--- src/rtl/zstr_fifo_pkg.sv ---
// ----------------------------------------------------------------------------
// zstr_fifo_pkg
// Shared zbus helpers used by the zstr FIFO slice.
//   zbus_xfer  : transfer qualifier, a word moves when vld & ack are both high
//   zbus_clog2 : ceiling log2, used to size pointers from DEPTH
// No typedefs are needed; the grouped bus is an opaque BW-bit vector.
// ----------------------------------------------------------------------------
package zstr_fifo_pkg;

  // A zbus transfer happens on a rising edge where both qualifiers are high.
  function automatic logic zbus_xfer(input logic vld, input logic ack);
    return vld & ack;
  endfunction

  // Ceiling log2; returns 0 for values of 0 or 1.
  function automatic int zbus_clog2(input int value);
    int result;
    int rem;
    result = 0;
    rem    = (value > 0) ? value - 1 : 0;
    while (rem != 0) begin
      result = result + 1;
      rem    = rem >> 1;
    end
    return result;
  endfunction

endpackage

--- src/rtl/zstr_fifo_mem.sv ---
// ----------------------------------------------------------------------------
// zstr_fifo_mem
// DEPTH x BW register array with synchronous write and asynchronous read.
// Contents are not reset.
// Ports:
//   z_clk    : clock, writes on the rising edge
//   wr_en    : write strobe
//   wr_addr  : write address (AW bits)
//   wr_data  : write data (BW bits)
//   rd_addr  : read address (AW bits)
//   rd_data  : read data, combinational from the addressed entry
// ----------------------------------------------------------------------------
module zstr_fifo_mem #(
  parameter int BW    = 1,
  parameter int DEPTH = 4,
  parameter int AW    = 2
) (
  input  logic          z_clk,
  input  logic          wr_en,
  input  logic [AW-1:0] wr_addr,
  input  logic [BW-1:0] wr_data,
  input  logic [AW-1:0] rd_addr,
  output logic [BW-1:0] rd_data
);

  logic [BW-1:0] rd_vec [DEPTH];

  // Each entry owns its own register so every storage bit has one driver.
  genvar gi;
  generate
    for (gi = 0; gi < DEPTH; gi++) begin : g_entry
      logic [BW-1:0] entry_reg;

      always_ff @(posedge z_clk) begin
        if (wr_en && (wr_addr == AW'(gi))) begin
          entry_reg <= wr_data;
        end
      end

      assign rd_vec[gi] = entry_reg;
    end
  endgenerate

  assign rd_data = rd_vec[rd_addr];

endmodule

--- src/rtl/zstr_fifo.sv ---
// ----------------------------------------------------------------------------
// zstr_fifo
// Synchronous FIFO terminating an upstream zstr stream and re-emitting it
// downstream. Absorbs bursts of up to DEPTH words; one cycle write-to-read
// latency, no fall-through.
// Parameters:
//   BW    : width of the grouped bus
//   DEPTH : number of entries, power of two, >= 2
// Ports:
//   z_clk  : clock
//   z_rst  : synchronous active-high reset
//   zi_vld : upstream valid
//   zi_bus : upstream data
//   zi_ack : upstream acknowledge (not full)
//   zo_vld : downstream valid (not empty)
//   zo_bus : downstream data (head entry)
//   zo_ack : downstream acknowledge
//   z_cnt  : fill level 0..DEPTH
// ----------------------------------------------------------------------------
module zstr_fifo
  import zstr_fifo_pkg::*;
#(
  parameter int BW    = 1,
  parameter int DEPTH = 4
) (
  input  logic                         z_clk,
  input  logic                         z_rst,
  input  logic                         zi_vld,
  input  logic [BW-1:0]                zi_bus,
  output logic                         zi_ack,
  output logic                         zo_vld,
  output logic [BW-1:0]                zo_bus,
  input  logic                         zo_ack,
  output logic [zbus_clog2(DEPTH):0]   z_cnt
);

  localparam int AW = zbus_clog2(DEPTH);

  logic [AW-1:0] wr_ptr_reg;
  logic [AW-1:0] wr_ptr_next;
  logic [AW-1:0] rd_ptr_reg;
  logic [AW-1:0] rd_ptr_next;
  logic [AW:0]   cnt_reg;
  logic [AW:0]   cnt_next;
  logic          wr_en;
  logic          rd_en;
  logic          mem_wr_en;

  // Handshake flags come only from the registered count, so there is no
  // combinational path from zi_vld/zo_ack back to zi_ack/zo_vld.
  assign zi_ack = (cnt_reg != (AW+1)'(DEPTH));
  assign zo_vld = (cnt_reg != '0);
  assign z_cnt  = cnt_reg;

  assign wr_en = zbus_xfer(zi_vld, zi_ack);
  assign rd_en = zbus_xfer(zo_vld, zo_ack);

  // A write presented on a reset edge is discarded along with everything else.
  assign mem_wr_en = wr_en & ~z_rst;

  always_comb begin
    wr_ptr_next = wr_ptr_reg;
    rd_ptr_next = rd_ptr_reg;
    cnt_next    = cnt_reg;
    // Pointers wrap naturally at AW bits since DEPTH is a power of two.
    if (wr_en) begin
      wr_ptr_next = wr_ptr_reg + AW'(1);
    end
    if (rd_en) begin
      rd_ptr_next = rd_ptr_reg + AW'(1);
    end
    case ({wr_en, rd_en})
      2'b10:   cnt_next = cnt_reg + (AW+1)'(1);
      2'b01:   cnt_next = cnt_reg - (AW+1)'(1);
      default: cnt_next = cnt_reg;
    endcase
  end

  always_ff @(posedge z_clk) begin
    if (z_rst) begin
      wr_ptr_reg <= '0;
      rd_ptr_reg <= '0;
      cnt_reg    <= '0;
    end else begin
      wr_ptr_reg <= wr_ptr_next;
      rd_ptr_reg <= rd_ptr_next;
      cnt_reg    <= cnt_next;
    end
  end

  zstr_fifo_mem #(
    .BW    (BW),
    .DEPTH (DEPTH),
    .AW    (AW)
  ) u_mem (
    .z_clk   (z_clk),
    .wr_en   (mem_wr_en),
    .wr_addr (wr_ptr_reg),
    .wr_data (zi_bus),
    .rd_addr (rd_ptr_reg),
    .rd_data (zo_bus)
  );

endmodule

--- config.mk ---
export PLATFORM = sky130hd
export DESIGN_NAME = zstr_fifo
export DESIGN_NICKNAME = d
export VERILOG_FILES = /design/src/rtl/zstr_fifo_pkg.sv /design/src/rtl/zstr_fifo_mem.sv /design/src/rtl/zstr_fifo.sv
export SDC_FILE = /design/constraint.sdc
export NUM_CORES = 1
export LEC_CHECK = 0
export CAP_MARGIN = 20
export CORE_MARGIN = 2
export CORE_UTILIZATION = 28
export CTS_BUF_LIST = sky130_fd_sc_hd__clkbuf_16
export DETAILED_ROUTE_END_ITERATION = 10
export PLACE_DENSITY = 0.48
export SYNTH_ARGS = -nofsm -noshare
export SYNTH_HDL_FRONTEND = slang
export SYNTH_SLANG_ARGS = --single-unit
--- constraint.sdc ---
create_clock -name z_clk -period 2.6 [get_ports z_clk]
set_clock_uncertainty 0.15 [all_clocks]
set_input_delay 0.39 -clock z_clk [delete_from_list [all_inputs] [get_ports z_clk]]
set_output_delay 0.39 -clock z_clk [all_outputs]
set_load 0.02 [all_outputs]
# --- Word-level counts from Yosys, hierarchy flattened ---
# Index checks and enable logic that the tools add are counted.
classes:
  addsub: 4
  order_cmp: 1
  eq_ne: 6
  muxes: 4
  bitwise_logic: 5
  reduce_logical: 7
ops:
  columns: ["cell", "n"]
  rows:
  - ["$eq A2 B2 Y1 const B", 3]
  - ["$pmux W3 S2", 1]
  - ["$add A2 B1 Y2 const B", 2]
  - ["$eq A2 B1 Y1 const B", 2]
  - ["$logic_and A1 B1 Y1", 4]
  - ["$add A3 B1 Y3 const B", 1]
  - ["$and A1 B1 Y1", 3]
  - ["$ge A3 B3 Y1 const B", 1]
  - ["$ne A3 B3 Y1 const B", 1]
  - ["$not A2 Y3", 1]
  - ["$reduce_bool A3 Y1", 1]
  - ["$sub A3 B1 Y3 const B", 1]
  - ["$bmux W1 S2", 1]
  - ["$logic_not A2 Y1", 1]
  - ["$mux W1", 2]
  - ["$reduce_bool A2 Y1", 1]
  - ["$not A1 Y1", 1]
totals:
  regBits: 11
  inputBits: 5
  out_inout_bits: 6
  elab_cells: 34

# --- Longest topological paths before layout ---
logic_depth:
  ltp_word: 4
  mapped_depth: 9
  depth_no_buf: 9

# --- Modules after synthesis ---
# From an unflattened synthesis, not the netlist that was laid out.
unflattened:
  cells_unflattened: 48
  area_unflattened_um2: 546.8
modules_own_cells:
  columns: ["mod", "n_inst", "cells_each", "area_per_inst_um2", "seq_area_each_um2"]
  rows:
  - ["zstr_fifo", 1, 39, 372.9, 140.1]
  - ["zstr_fifo_mem", 1, 9, 173.9, 120.1]

# --- Least setup slack after synthesis ---
# OpenSTA, ideal clock, no wires.
synth_timing:
  path_kind: "register -> register"
  startpoint: "register cnt_reg[2] (netlist: z_cnt[2])"
  endpoint: "register cnt_reg[2] (netlist: z_cnt[2])"
  setup_time_ns: 0.071
  arrival_ns: 2.563
  required_time_ns: 2.379
  setup_slack_ns: -0.184
  path_stages_with_launch: 10
  path_buffers: 0
  synth_period_minus_slack_ns: 2.784
  path_cell_list: "dfxtp_1 > or3b_1 > and2_4 > inv_1 > ha_1 > inv_1 > fa_1 > xor2_1 > or3_2 > a21oi_1"
synth_between:
  elab_chain_len: 4
  elab_cells_between_ends: 10
  classes_between: "add/sub (2); eq/ne (3); mux (1); bitwise (2); reduce/logical (2)"
synth_lines:
  columns: ["item", "line", "text"]
  rows:
  - ["from (decl)", "zstr_fifo.sv:43", "logic [AW:0] cnt_reg;"]
  - ["from (signal assigned)", "zstr_fifo.sv:87", "cnt_reg <= cnt_next;"]
  - ["$ne A3 B3 Y1 (*)", "zstr_fifo.sv:51", "assign zi_ack = (cnt_reg != (AW+1)'(DEPTH));"]
  - ["net zi_ack", "zstr_fifo.sv:30", "output logic zi_ack,"]
  - ["$and A1 B1 Y1 (*)", "zstr_fifo_pkg.sv:12", "return vld & ack;"]
  - ["$eq A2 B1 Y1 / $eq A2 B2 Y1 (equally long branches)", "zstr_fifo.sv:72", "case ({wr_en, rd_en})"]
  - ["$pmux W3 S2 / $reduce_bool A2 Y1 (equally long branches)", null, null]
# The timed path passes the listed nets; every way through them passes the cells marked *.
# A chain may end at the register's enable or synchronous reset.

# --- Worst setup path after layout ---
layout_timing:
  startpoint: "register cnt_reg[2] (netlist: z_cnt[2])"
  endpoint: "register cnt_reg[2] (netlist: z_cnt[2])"
layout_between:
  elab_chain_len: 4
  elab_cells_between_ends: 10
  classes_between: "add/sub (2); eq/ne (3); mux (1); bitwise (2); reduce/logical (2)"
layout_lines:
  columns: ["item", "line"]
  rows:
  - ["$ne A3 B3 Y1 / $reduce_bool A3 Y1 (equally long branches)", "zstr_fifo.sv:51, zstr_fifo.sv:52"]
  - ["$and A1 B1 Y1", "zstr_fifo_pkg.sv:12"]
  - ["$eq A2 B1 Y1 / $eq A2 B2 Y1 (equally long branches)", "zstr_fifo.sv:72"]
  - ["$pmux W3 S2 / $reduce_bool A2 Y1 (equally long branches)", null]
# Several ways; a longest one is shown, not always the timed one.

==> summary.md <==
| Metric | Value |
|---|---|
| CP Launch Type | `register` |
| Largest net degree at the start of global routing | `14` |
| Slew of the pin with the lowest slew margin | `429 ps` |
| Total Neg Setup Slack | `0 ps` |
| Yosys top cell by area | `dfxtp_1` |
| Bufs on Longest Clock Path | `2` |
| Die Width | `about 50 µm` |
| Final hold violation count | `0` |
| RSZ-0062 raised after global routing | `false` |
| ANT cells | `0` |
| Max-slew violations | `0` |
| Final setup vio count | `0` |
| Fillers | `218` |
| WP data arrival | `2490 ps` |
| Pwr Density | `1120 mW/mm²` |
| Commonest non-fill, non-tap cell in the layout | `clkdlybuf4s50_1` |
| Commonest cells after routing, fill and taps aside | `clkdlybuf4s50_1 (10), nor2_1 (7), inv_1 (6), buf_4 (6), ha_1 (5)` |
| Hold Path Class | `register to register` |
| Synthesis-to-finish area growth | `45.0%` |
| Final HPWL DP | `roughly 800 µm` |
| Syn nets | `64` |
| VDD IR-drop max | `0.358 mV` |
| Post-Synthesis Mean Instance Area | `11.1 µm²` |
| Maxcap violations | `0` |
| DR vias | `roughly 430` |
| Buffers on Ports | `10` |
| Synth warnings | `0` |
| Crit-path max FO | `2` |
| TritonRoute pass-1 iters | `3` |
| Kind of end point of the critical path | `register` |
| Total clock buffers created by CTS | `3` |
| Setup CP Type | `register to register` |
| Gr ovfl total | `0` |
| # resized after CTS | `0` |
| GRT Resource Usage Total | `10.2%` |
| First-pass GRT wire length | `1.77 mm` |
| Crit share post-route | `95.7%` |
| Clk_lat worst skew | `between 200 and 250 ps` |
| Clock Pin Slew Worst Setup and Hold Paths | `40 ps` |
| Cell Area, Synth | `587 µm²` |
| Placer Congestion | `0.683` |
| Headroom to the max-slew limit | `71.3%` |
| Post-route ant nets | `0` |
| Post-synth cell types | `21` |
| Via density per instance | `4.33` |
| Sequential-to-total area share from yosys stat | `44.3%` |
| Syn Inst Count | `53` |
| Share of layout cells above drive strength 1 | `27.8%` |
| Max reg flops | `4` |
| Io pins | `11` |
| CTS tree | `yes` |
| Num rows | `16` |
| H-tree level count | `1` |
| Dpl cells | `95` |
| Die area | `0.00248 mm²` |
| Post-CTS setup buffer count | `0` |
| Initial core utilization | `~30%` |
| CP required | `2600 ps` |
| Hold buffer count at cts | `0` |
| Seq cells post-synth | `11` |
| Core Region | `between 0.0015 and 0.002 mm²` |
| DRT iter0 DRCs | `6` |
| Final std cells w/o fill | `99` |
| Drt drc | `0` |
| Chip Height | `~50 µm` |
| Max Freq | `slightly above 400 MHz` |
| Vias in the first global route | `404` |
| Sink Count | `11` |
| Static Leakage | `0.337 nW` |
| Nets | `84` |
| Synth area leaders | `dfxtp_1 (24%), edfxtp_1 (20%), ha_1 (11%)` |
| WL per Instance | `10.6 µm` |
| Root Buffer Master | `clkbuf_16` |
| Run status | `complete, no violations` |
| Min cycle time layout | `2490 ps` |
| Post-Route WL | `around 1.0 mm` |
| Initial antenna violation count | `0` |
| Synth top area share | `between 20% and 30%` |
## layout make-up
type	instances	area [µm²]	area share, %
multi-input cells	35	303	35.6
flip-flops and latches	11	267	31.3
repair buffers	16	145	17.1
clock buffers	3	75.1	8.82
well taps	27	33.8	3.97
inverters	6	22.5	2.65
clock inverters	1	5.00	0.588
## cell families (layout without fill, tap and decap cells)
family | after synthesis | after routing | share of synthesized area [%]
simple gates | 17 | 17 | 17.3
xor+xnor | 4 | 4 | 5.97
flops | 11 | 11 | 44.3
compound gates | 5 | 5 | 5.76
mux | 3 | 3 | 8.10
fa+ha+maj | 6 | 6 | 14.1
buf+inv | 7 | 26 | 4.48
## worst max-delay path: stages (launching register included)
cell and delay, ps:
dfxtp_4 330, or3b_4 370, and2_4 170, inv_1 70
ha_1 180, inv_1 60, fa_1 370, xor2_1 160
or3_2 410, a21oi_1 140
## worst paths after layout
path | from | endpoint | slack [ps] | cells past startpoint
hold / removal | rd_ptr_reg[1] | rd_ptr_reg[1] | 370 | 2
hold reg to reg | rd_ptr_reg[1] | rd_ptr_reg[1] | 370 | 2
setup / recovery | z_cnt[2] | z_cnt[2] | 110 | 9
setup reg to reg | z_cnt[2] | z_cnt[2] | 110 | 9
## cell usage after synthesis (all sizes together)
| master | instances |
|---|---|
| fa | 1 |
| o311ai | 1 |
| mux2i | 1 |
| or3b | 1 |
| and2 | 1 |
| mux4 | 1 |
| edfxtp | 4 |
| dfxtp | 7 |
| ha | 5 |
| o21ai | 1 |
| nor3b | 4 |
| nand2b | 2 |
| xor2 | 3 |
| xnor2 | 1 |
| a21oi | 2 |
| mux2 | 1 |
| inv | 6 |
| clkbuf | 1 |
| or3 | 2 |
| nor2 | 7 |
| o31a | 1 |
## through the flow
| stage | power [mW] | instance area (µm²) | setup slack [ps] | util, % | hold WS [ps] |
|---|---|---|---|---|---|
| after floorplan | 0.500 | 596 | 0.560 | - | 331 |
| after global placement | 0.675 | 771 | 40.3 | 39.3 | 358 |
| after detailed placement | 0.678 | 771 | 37.2 | 39.3 | 363 |
| after CTS | 0.964 | 851 | 99.8 | 43.4 | 373 |
| after global routing | 1.01 | 851 | 2.83 | 43.4 | 407 |
| final | 0.951 | 851 | 113 | 43.4 | 368 |
## power breakdown
group / internal (mW) / switching [mW] / total [mW]
Clock: 0.204 / 0.0772 / 0.281
Sequential: 0.223 / 0.0256 / 0.249
Combinational: 0.221 / 0.200 / 0.421
Total: 0.648 / 0.303 / 0.951
## routing by layer
| layer | share of wire (%) | up-vias | track usage, % |
|---|---|---|---|
| met2 | 44 | 8 | 13.6 |
| met5 | 0 | - | 0 |
| met1 | 50 | 199 | 12.9 |
| li1 | - | 218 | - |
| met3 | 1.9 | 4 | 3.64 |
| met4 | 3.5 | 0 | 8.33 |
No activity file was read; power rests on OpenSTA's default activity.
